$ cat config.mk
export PLATFORM = sky130hd
export DESIGN_NAME = fifo_port_arbiter
export DESIGN_NICKNAME = d
export VERILOG_FILES = /design/src/rtl/fifo_arb_pkg.sv /design/src/rtl/rr_arb3.sv /design/src/rtl/fifo_port_arbiter.sv
export SDC_FILE = /design/constraint.sdc
export NUM_CORES = 1
export LEC_CHECK = 0
export ABC_AREA = 1
export ABC_CLOCK_PERIOD_IN_PS = 3600
export CAP_MARGIN = 5
export CELL_PAD_IN_SITES_DETAIL_PLACEMENT = 2
export CELL_PAD_IN_SITES_GLOBAL_PLACEMENT = 2
export CORE_MARGIN = 4
export CORE_UTILIZATION = 22
export DETAILED_ROUTE_END_ITERATION = 8
export PLACE_DENSITY = 0.93
export SYNTH_ARGS = -nofsm -noshare
export SYNTH_HDL_FRONTEND = slang
export SYNTH_SLANG_ARGS = --single-unit
export TNS_END_PERCENT = 10
$ cat constraint.sdc
create_clock -name clk -period 3.6 [get_ports clk]
set_clock_uncertainty 0.2 [all_clocks]
set_input_delay 0.72 -clock clk [delete_from_list [all_inputs] [get_ports clk]]
set_output_delay 0.72 -clock clk [all_outputs]
set_load 0.005 [all_outputs]
$ cat src/rtl/fifo_arb_pkg.sv
// Shared types for the FIFO port arbiter: FSM states, grant IDs, default limit.
package fifo_arb_pkg;

  // Sequencer states; strobes and acks are decoded directly from these.
  typedef enum logic [2:0] {
    S_IDLE = 3'd0,
    S_WR   = 3'd1,
    S_WGAP = 3'd2,
    S_RD   = 3'd3,
    S_RGAP = 3'd4,
    S_REJ  = 3'd5
  } state_t;

  // Requester slots in round-robin order.
  typedef enum logic [1:0] {
    GNT_W0 = 2'd0,
    GNT_W1 = 2'd1,
    GNT_R  = 2'd2
  } gnt_t;

  localparam int unsigned DW_DEFAULT     = 4;
  localparam int unsigned MAXVAL_DEFAULT = 9;

  // Slot that follows g in the W0 -> W1 -> R -> W0 rotation.
  function automatic gnt_t next_gnt(input gnt_t g);
    gnt_t n;
    case (g)
      GNT_W0:  n = GNT_W1;
      GNT_W1:  n = GNT_R;
      default: n = GNT_W0;
    endcase
    return n;
  endfunction

endpackage

$ cat src/rtl/rr_arb3.sv
// Combinational 3-way round-robin picker; the last-served pointer is held by the parent.
module rr_arb3
  import fifo_arb_pkg::*;
(
  input  logic [2:0] i_elig,   // bit0 = W0, bit1 = W1, bit2 = R
  input  gnt_t       i_last,
  output gnt_t       o_win,
  output logic       o_valid
);

  gnt_t w_cand;
  logic w_hit;

  // Walk the three slots starting after i_last; first eligible slot wins.
  always_comb begin
    o_win   = GNT_W0;
    o_valid = 1'b0;
    w_cand  = i_last;
    w_hit   = 1'b0;
    for (int unsigned k = 0; k < 3; k++) begin
      w_cand = next_gnt(w_cand);
      case (w_cand)
        GNT_W0:  w_hit = i_elig[0];
        GNT_W1:  w_hit = i_elig[1];
        GNT_R:   w_hit = i_elig[2];
        default: w_hit = 1'b0;
      endcase
      if (w_hit && !o_valid) begin
        o_valid = 1'b1;
        o_win   = w_cand;
      end
    end
  end

endmodule

$ cat src/rtl/fifo_port_arbiter.sv
// Two-writer / one-reader sequencer for the digit FIFO: converts level handshakes
// into gapped eni/eno strobes, arbitrates round-robin, and rejects out-of-range digits.
module fifo_port_arbiter
  import fifo_arb_pkg::*;
#(
  parameter int unsigned DW     = DW_DEFAULT,
  parameter int unsigned MAXVAL = MAXVAL_DEFAULT
) (
  input  logic          clk,
  input  logic          rst,
  input  logic          req0,
  input  logic [DW-1:0] data0,
  output logic          ack0,
  output logic          nack0,
  input  logic          req1,
  input  logic [DW-1:0] data1,
  output logic          ack1,
  output logic          nack1,
  input  logic          rreq,
  output logic          rack,
  output logic [DW-1:0] rdata,
  output logic          eni,
  output logic [DW-1:0] fifo_in,
  output logic          eno,
  input  logic [DW-1:0] fifo_out,
  input  logic          fifo_full,
  input  logic          fifo_emp,
  output logic          busy
);

  state_t        r_state;
  state_t        w_next;
  gnt_t          r_gnt;
  gnt_t          r_last;
  logic [DW-1:0] r_fifo_in;

  logic [2:0]    w_elig;
  gnt_t          w_win;
  logic          w_win_valid;
  logic [DW-1:0] w_sel_data;
  logic          w_reject;

  // Eligibility: writers masked while full, reader masked while empty.
  always_comb begin
    w_elig = {rreq & ~fifo_emp, req1 & ~fifo_full, req0 & ~fifo_full};
  end

  rr_arb3 u_rr (
    .i_elig  (w_elig),
    .i_last  (r_last),
    .o_win   (w_win),
    .o_valid (w_win_valid)
  );

  // Data of the winning writer and its range check (unsigned, DW bits).
  always_comb begin
    w_sel_data = (w_win == GNT_W1) ? data1 : data0;
    w_reject   = 32'(w_sel_data) > MAXVAL;
  end

  // State register.
  always_ff @(posedge clk or posedge rst) begin
    if (rst) r_state <= S_IDLE;
    else     r_state <= w_next;
  end

  // Next-state logic: one decision per visit to IDLE, fixed sequences otherwise.
  always_comb begin
    w_next = r_state;
    case (r_state)
      S_IDLE: begin
        if (w_win_valid) begin
          if (w_win == GNT_R) w_next = S_RD;
          else if (w_reject)  w_next = S_REJ;
          else                w_next = S_WR;
        end
      end
      S_WR:    w_next = S_WGAP;
      S_WGAP:  w_next = S_IDLE;
      S_RD:    w_next = S_RGAP;
      S_RGAP:  w_next = S_IDLE;
      S_REJ:   w_next = S_IDLE;
      default: w_next = S_IDLE;
    endcase
  end

  // Grant bookkeeping: pointer advances on every grant, rejects included.
  always_ff @(posedge clk or posedge rst) begin
    if (rst) begin
      r_gnt     <= GNT_W0;
      r_last    <= GNT_R;
      r_fifo_in <= '0;
    end else if (r_state == S_IDLE && w_win_valid) begin
      r_gnt  <= w_win;
      r_last <= w_win;
      if (w_win != GNT_R && !w_reject) r_fifo_in <= w_sel_data;
    end
  end

  // Moore output decode; async reset of r_state drops strobes immediately.
  always_comb begin
    eni   = 1'b0;
    eno   = 1'b0;
    ack0  = 1'b0;
    ack1  = 1'b0;
    nack0 = 1'b0;
    nack1 = 1'b0;
    rack  = 1'b0;
    case (r_state)
      S_WR:   eni  = 1'b1;
      S_WGAP: begin
        ack0 = (r_gnt == GNT_W0);
        ack1 = (r_gnt == GNT_W1);
      end
      S_RD:   eno  = 1'b1;
      S_RGAP: rack = 1'b1;
      S_REJ:  begin
        nack0 = (r_gnt == GNT_W0);
        nack1 = (r_gnt == GNT_W1);
      end
      default: ;
    endcase
    busy    = (r_state != S_IDLE);
    fifo_in = r_fifo_in;
    rdata   = fifo_out;
  end

endmodule
==> impl_metrics.tcl <==
set metrics [dict create \
    clk_latency_ns 0.27 \
    crit_slowest_cell "clkdlybuf4s50_1" \
    reg2reg_from "r_last[1]" \
    numCtsBuffers 3 \
    crit_end "busy" \
    cts.sinks 10 \
    grt_overflow 0 \
    drv_slew 0 \
    internal-power_uw 439 \
    finalNetCount 158 \
    routabilityCongestion 0.749 \
    drt_pass1_iterations 4 \
    root_buffer "clkbuf_4" \
    power_density_nw_per_um2 745 \
    slew_headroom 0.733 \
    cp_max_fo 6 \
    syn-instance-count 112 \
    path_cells "nor3_1 > inv_1 > clkdlybuf4s50_1" \
    post_drt_wl_per_cell_um 12.8 \
    finalSetupViolations 0 \
    pwr-share-seq 0.266 \
    tightest_slew_ns 0.399 \
    htree_levels 1 \
    antenna_found_initial 0 \
    leakagePower_nw 0.537 \
    timing.reg2reg.setup_slack_ns 1.52 \
    fillers 406 \
    yosysWarnings 0 \
    place_hpwl_mm 2.06 \
    cts_tree "done" \
    netlist_area_um2 786 \
    cap_violations 0 \
    grt_pass1_wl_mm 4.00 \
    grt_max_degree 11 \
    arrival_ns 1.67 \
    synth_top_area_cell "dfrtp_1" \
    netlist.area_leader.share 0.287 \
    die_y_um 67.8 \
    post-route-min-period_ns 2.59 \
    clk_pin_slew_worst_paths_ns 0.06 \
    drc 0 \
    ys_ff_latch 10 \
    routed_wl_mm 2.35 \
    crit_path_start_kind "flip-flop" \
    critical_path.top_delay_family "buffers and inverters" \
    drive_above_1_share 0.196 \
    power_switching_uw 387 \
    hold_class "reg2reg" \
    fin_crit_sh 0.720 \
    end_kind "output pin" \
    reg2reg_depth 13 \
    syn_area_per_cell_um2 7.02 \
    hold_buffers 0 \
    die_w_um 67.8 \
    placed_area_um2 1070 \
    drtIter0Drc 16 \
    post_cts.resized_instances 0 \
    n_antenna_cell 0 \
    core_area_um2 3390 \
    critPathKind "reg2out" \
    io_pins 35 \
    yosys-top-cells-area "dfrtp_1 (29%), nand2_1 (14%), inv_1 (7.6%)" \
    post_cts_buffers 0 \
    vdd_drop_max_uv 151 \
    antenna_left 0 \
    post-route-cell-area_um2 1110 \
    clock_power_share 0.121 \
    tns_ns 0 \
    rsz0062_at_grt "no" \
    max_stage_delay_ns 0.47 \
    finalHoldViolCount 0 \
    port_buffers 26 \
    start_util 0.232 \
    required_ns 2.68 \
    crit_start "r_state[1]" \
    r2r_end "fifo_in[3]" \
    area_growth_pct 41.2 \
    routed-via-count 803 \
    grt_pass1_vias 916 \
    outcome "complete, no violations" \
    crit_buf_inv 2 \
    cts_buffer_depth 2 \
    dieArea_um2 4590 \
    path_depth 3 \
    switching_share 0.468 \
    seq_area_frac_synth 0.320 \
    rows 21 \
    avgViaCountPerCell 4.36 \
    grt_usage 0.116 \
    fmax_mhz 386 \
    ys_types 19 \
    power_frac_comb 0.613 \
    syn_nets 131 \
]
[per-layer routing]
metal / global-route usage / vias up / wire length, µm
met1: 0.125 / 381 / 955
li1: - / 397 / -
met4: 0.0633 / 0 / 30
met2: 0.211 / 21 / 1270
met3: 0.0233 / 4 / 99
met5: 0 / - / 0
[cell usage after synthesis]
cell      count
o211ai_1      1
nor2_1        8
o21ai_0       3
nor3_1        6
dfstp_2       1
nand3b_1      4
nand2_2       9
nand2_1      29
inv_2         1
a21oi_1       1
dfrtp_1       9
nand4_1       1
nor2_2        3
inv_1        16
nor2_4        2
nand3_2       3
nand3_1       7
buf_4         4
nand2_4       4
[layout make-up]
class | instances | area (µm²) | share of cell area
clock buffer | 4 | 36.3 | 0.0327
inverter | 17 | 63.8 | 0.0575
multi-input combinational | 81 | 440 | 0.397
sequential | 10 | 251 | 0.227
tap | 46 | 57.6 | 0.0519
timing repair buffer | 26 | 260 | 0.234
[power groups by stage]
| stage | logic [mW] | clock network, mW | registers, mW |
|---|---|---|---|
| 2_1_floorplan | 0.338 | 0 | 0.208 |
| 3_3_place_gp | 0.487 | 0 | 0.218 |
| 3_5_place_dp | 0.517 | 0 | 0.223 |
| 4_1_cts | 0.522 | 0.105 | 0.222 |
| 5_1_grt | 0.574 | 0.109 | 0.228 |
| 6_report | 0.507 | 0.0997 | 0.220 |
[sequential cells by signal (all words and copies together), names as in the netlist]
register  flops
fifo_in       4
r_state       3
r_gnt         2
r_last        1
[kinds of logic after synthesis]
family          count (synthesis)  synth area share
compound gates                  5            0.0350
buf+inv                        21             0.119
simple gates                   76             0.525
flops                          10             0.320
[layout by cell type (no fill, tap or decap), drive strengths merged, types with 3 or more instances in the layout]
cell type | netlist | layout
dfrtp | 9 | 9
nand3 | 10 | 10
nor3 | 6 | 6
nor2 | 13 | 13
clkdlybuf4s50 | 0 | 26
clkbuf | 0 | 4
nand3b | 4 | 4
inv | 17 | 17
nand2 | 42 | 42
o21ai | 3 | 3
[tightest hold or removal path: cells and delay by family (launching register included)]
kind / cells / cell delay [ns]
AND/OR/NAND/NOR: 2 / 0.11
flip-flops: 1 / 0.36
[through the flow]
| step | worst slack (ns) | hold slack [ns] | total power, mW | std cells | util |
|---|---|---|---|---|---|
| floorplan | 1.53 | 0.264 | 0.546 | 112 | - |
| global placement | 0.971 | 0.272 | 0.706 | 180 | 0.317 |
| detailed placement | 0.827 | 0.284 | 0.740 | 180 | 0.317 |
| CTS | 0.981 | 0.301 | 0.849 | 184 | 0.327 |
| global route | 0.863 | 0.347 | 0.912 | 184 | 0.327 |
| finish | 1.01 | 0.292 | 0.827 | 184 | 0.327 |
[worst min path at each step]
stage                     startpoint         end  slack (ns)  cells past startpoint
final                     fifo_in[1]  fifo_in[1]        0.29                      2
after global routing      fifo_in[0]  fifo_in[0]        0.35                      2
after CTS                 fifo_in[1]  fifo_in[1]        0.30                      2
after detailed placement  fifo_in[1]  fifo_in[1]        0.28                      2
after global placement    fifo_in[1]  fifo_in[1]        0.27                      2
after floorplan           fifo_in[0]  fifo_in[0]        0.26                      2
(Power assumes the default switching activity.)
==> patch (same settings) <==
Make the reset (`rst`) synchronous in 2 clocked blocks. Comments in the files are not updated.
--- a/src/rtl/fifo_port_arbiter.sv
+++ b/src/rtl/fifo_port_arbiter.sv
@@ -59,7 +59,7 @@
   end
 
   // State register.
-  always_ff @(posedge clk or posedge rst) begin
+  always_ff @(posedge clk) begin
     if (rst) r_state <= S_IDLE;
     else     r_state <= w_next;
   end
@@ -85,7 +85,7 @@
   end
 
   // Grant bookkeeping: pointer advances on every grant, rejects included.
-  always_ff @(posedge clk or posedge rst) begin
+  always_ff @(posedge clk) begin
     if (rst) begin
       r_gnt     <= GNT_W0;
       r_last    <= GNT_R;
Formal check against the unedited RTL: differs if rst is asserted again (counterexample within 4 cycles, from zero or initial values and one cycle with rst high); with rst held inactive, the same outputs for 10 cycles.
==> patch against the original RTL <==
- cell area fell by 3.2%
- worst setup slack improved by 35 ps
- synthesized area fell by 3.0%
- sequential cell count unchanged
- combinational power decreased by 5.9%
- wire length grew 6.2%
- total power fell by 4.6%
- largest power group unchanged
==> patch: results (changes against the original RTL) <==
- The run finished with clean final reports.
- The share of synthesized area occupied by flip-flops and latches is 26.3% (-5.7 points).
- In the synthesized netlist, the cells that appear most often are 19 x sky130_fd_sc_hd__nand2_1, 16 x sky130_fd_sc_hd__inv_1, 16 x sky130_fd_sc_hd__nand3_1.
- The post-route worst hold slack was 293 ps (+0.923 ps).
- The met3 demand-to-capacity share in global routing came to 4.38% (+2.1 points).
- The proportion of register bits with asynchronous set or reset after synthesis is 0% (-100 points).
- The critical path starts at r_state[1].
- The amount of wire on met3 after detailed routing came to 149 um (+51%).
- The register-to-register path setup slack was 1420 ps (-100 ps).
- The buffer share of cell area is 24.2% (+0.76 points).
- The met1 track demand over resource is 13.5% (+1.0 points).
- The synthesized netlist net count came to 138 (+5.3%).
- The start point of the worst min-delay path is fifo_in[0].
- The worst setup margin is 1040 ps (+35.1 ps).
- The final-layout fill cell count was 431 (+6.2%).
- The end point of the most critical hold path is fifo_in[0].
- The DRC violation total after the first TritonRoute iteration was 14 (-2).
- The wire length of the first global-routing pass is 4230 um (+5.7%).
- The net count of the finished layout is 164 (+3.8%).
- The wire length the detailed router placed on met1 is 1030 um (+7.5%).
- After synthesis, the cell types taking the most area are sky130_fd_sc_hd__dfxtp_1 26%, sky130_fd_sc_hd__nand3_1 11%, sky130_fd_sc_hd__nand2_1 9.4%.
- The overall global routing resource usage came to 12.5% (+0.86 points).
- The area taken by multi-input logic gates is 445 sq um (+1.1%).
- The met2 usage in global routing was 23.4% (+2.2 points).
- The leakage component of the power was 0.478 nW (-11%).
- The number of multi-input logic gates was 84 (+3.7%).
- The clock buffer and inverter area fraction after layout came to 3.38% (+0.11 points).
- The number of signal-net inverters in the final layout was 20 (+3).
- The peak supply drop is 0.329 mV (+120%).
- The sequential standard cell area is 200 sq um (-20%).
- The area of placed instances came to 0.00104 sq mm (-3.3%).
- The share of the final layout cell area in sequential cells came to 18.6% (-4.0 points).
- The capturing point of the worst reg2reg path is fifo_in[0].
- The half-perimeter wire length of the detailed placement result is 2110 um (+2.5%).
- The routed length on met2 is 1300 um (+2.5%).
- The worst setup timing slack at the placement stage is 763 ps (-63.4 ps).
- The placed cell count was 186 (+3.3%).
- The placer congestion estimate is 0.771 (+2.9%).
- The via count of the first global-routing pass is 937 (+2.3%).
patch: cell types whose count changed after synthesis, moves of 3 or more:
| cell | change |
|---|---|
| sky130_fd_sc_hd__a21oi_1 | +5 |
| sky130_fd_sc_hd__dfrtp_1 | -9 |
| sky130_fd_sc_hd__dfxtp_1 | +10 |
| sky130_fd_sc_hd__nand2_1 | -10 |
| sky130_fd_sc_hd__nand3_1 | +9 |
| sky130_fd_sc_hd__nor2_1 | +5 |
| sky130_fd_sc_hd__o21ai_0 | -3 |
patch: cell families after synthesis:
family,share of synthesized area [%]
AND/OR/NAND/NOR,52.5
buffers and inverters,15.3
flip-flops,26.3
AO/OA/AOI/OAI,5.91
patch: where the power goes:
part | leakage [nW] | internal, mW | switching (mW)
Clock | 0.0210 | 0.0614 | 0.0397
Sequential | 0.0825 | 0.159 | 0.0509
Combinational | 0.375 | 0.207 | 0.271
Total | 0.478 | 0.428 | 0.361
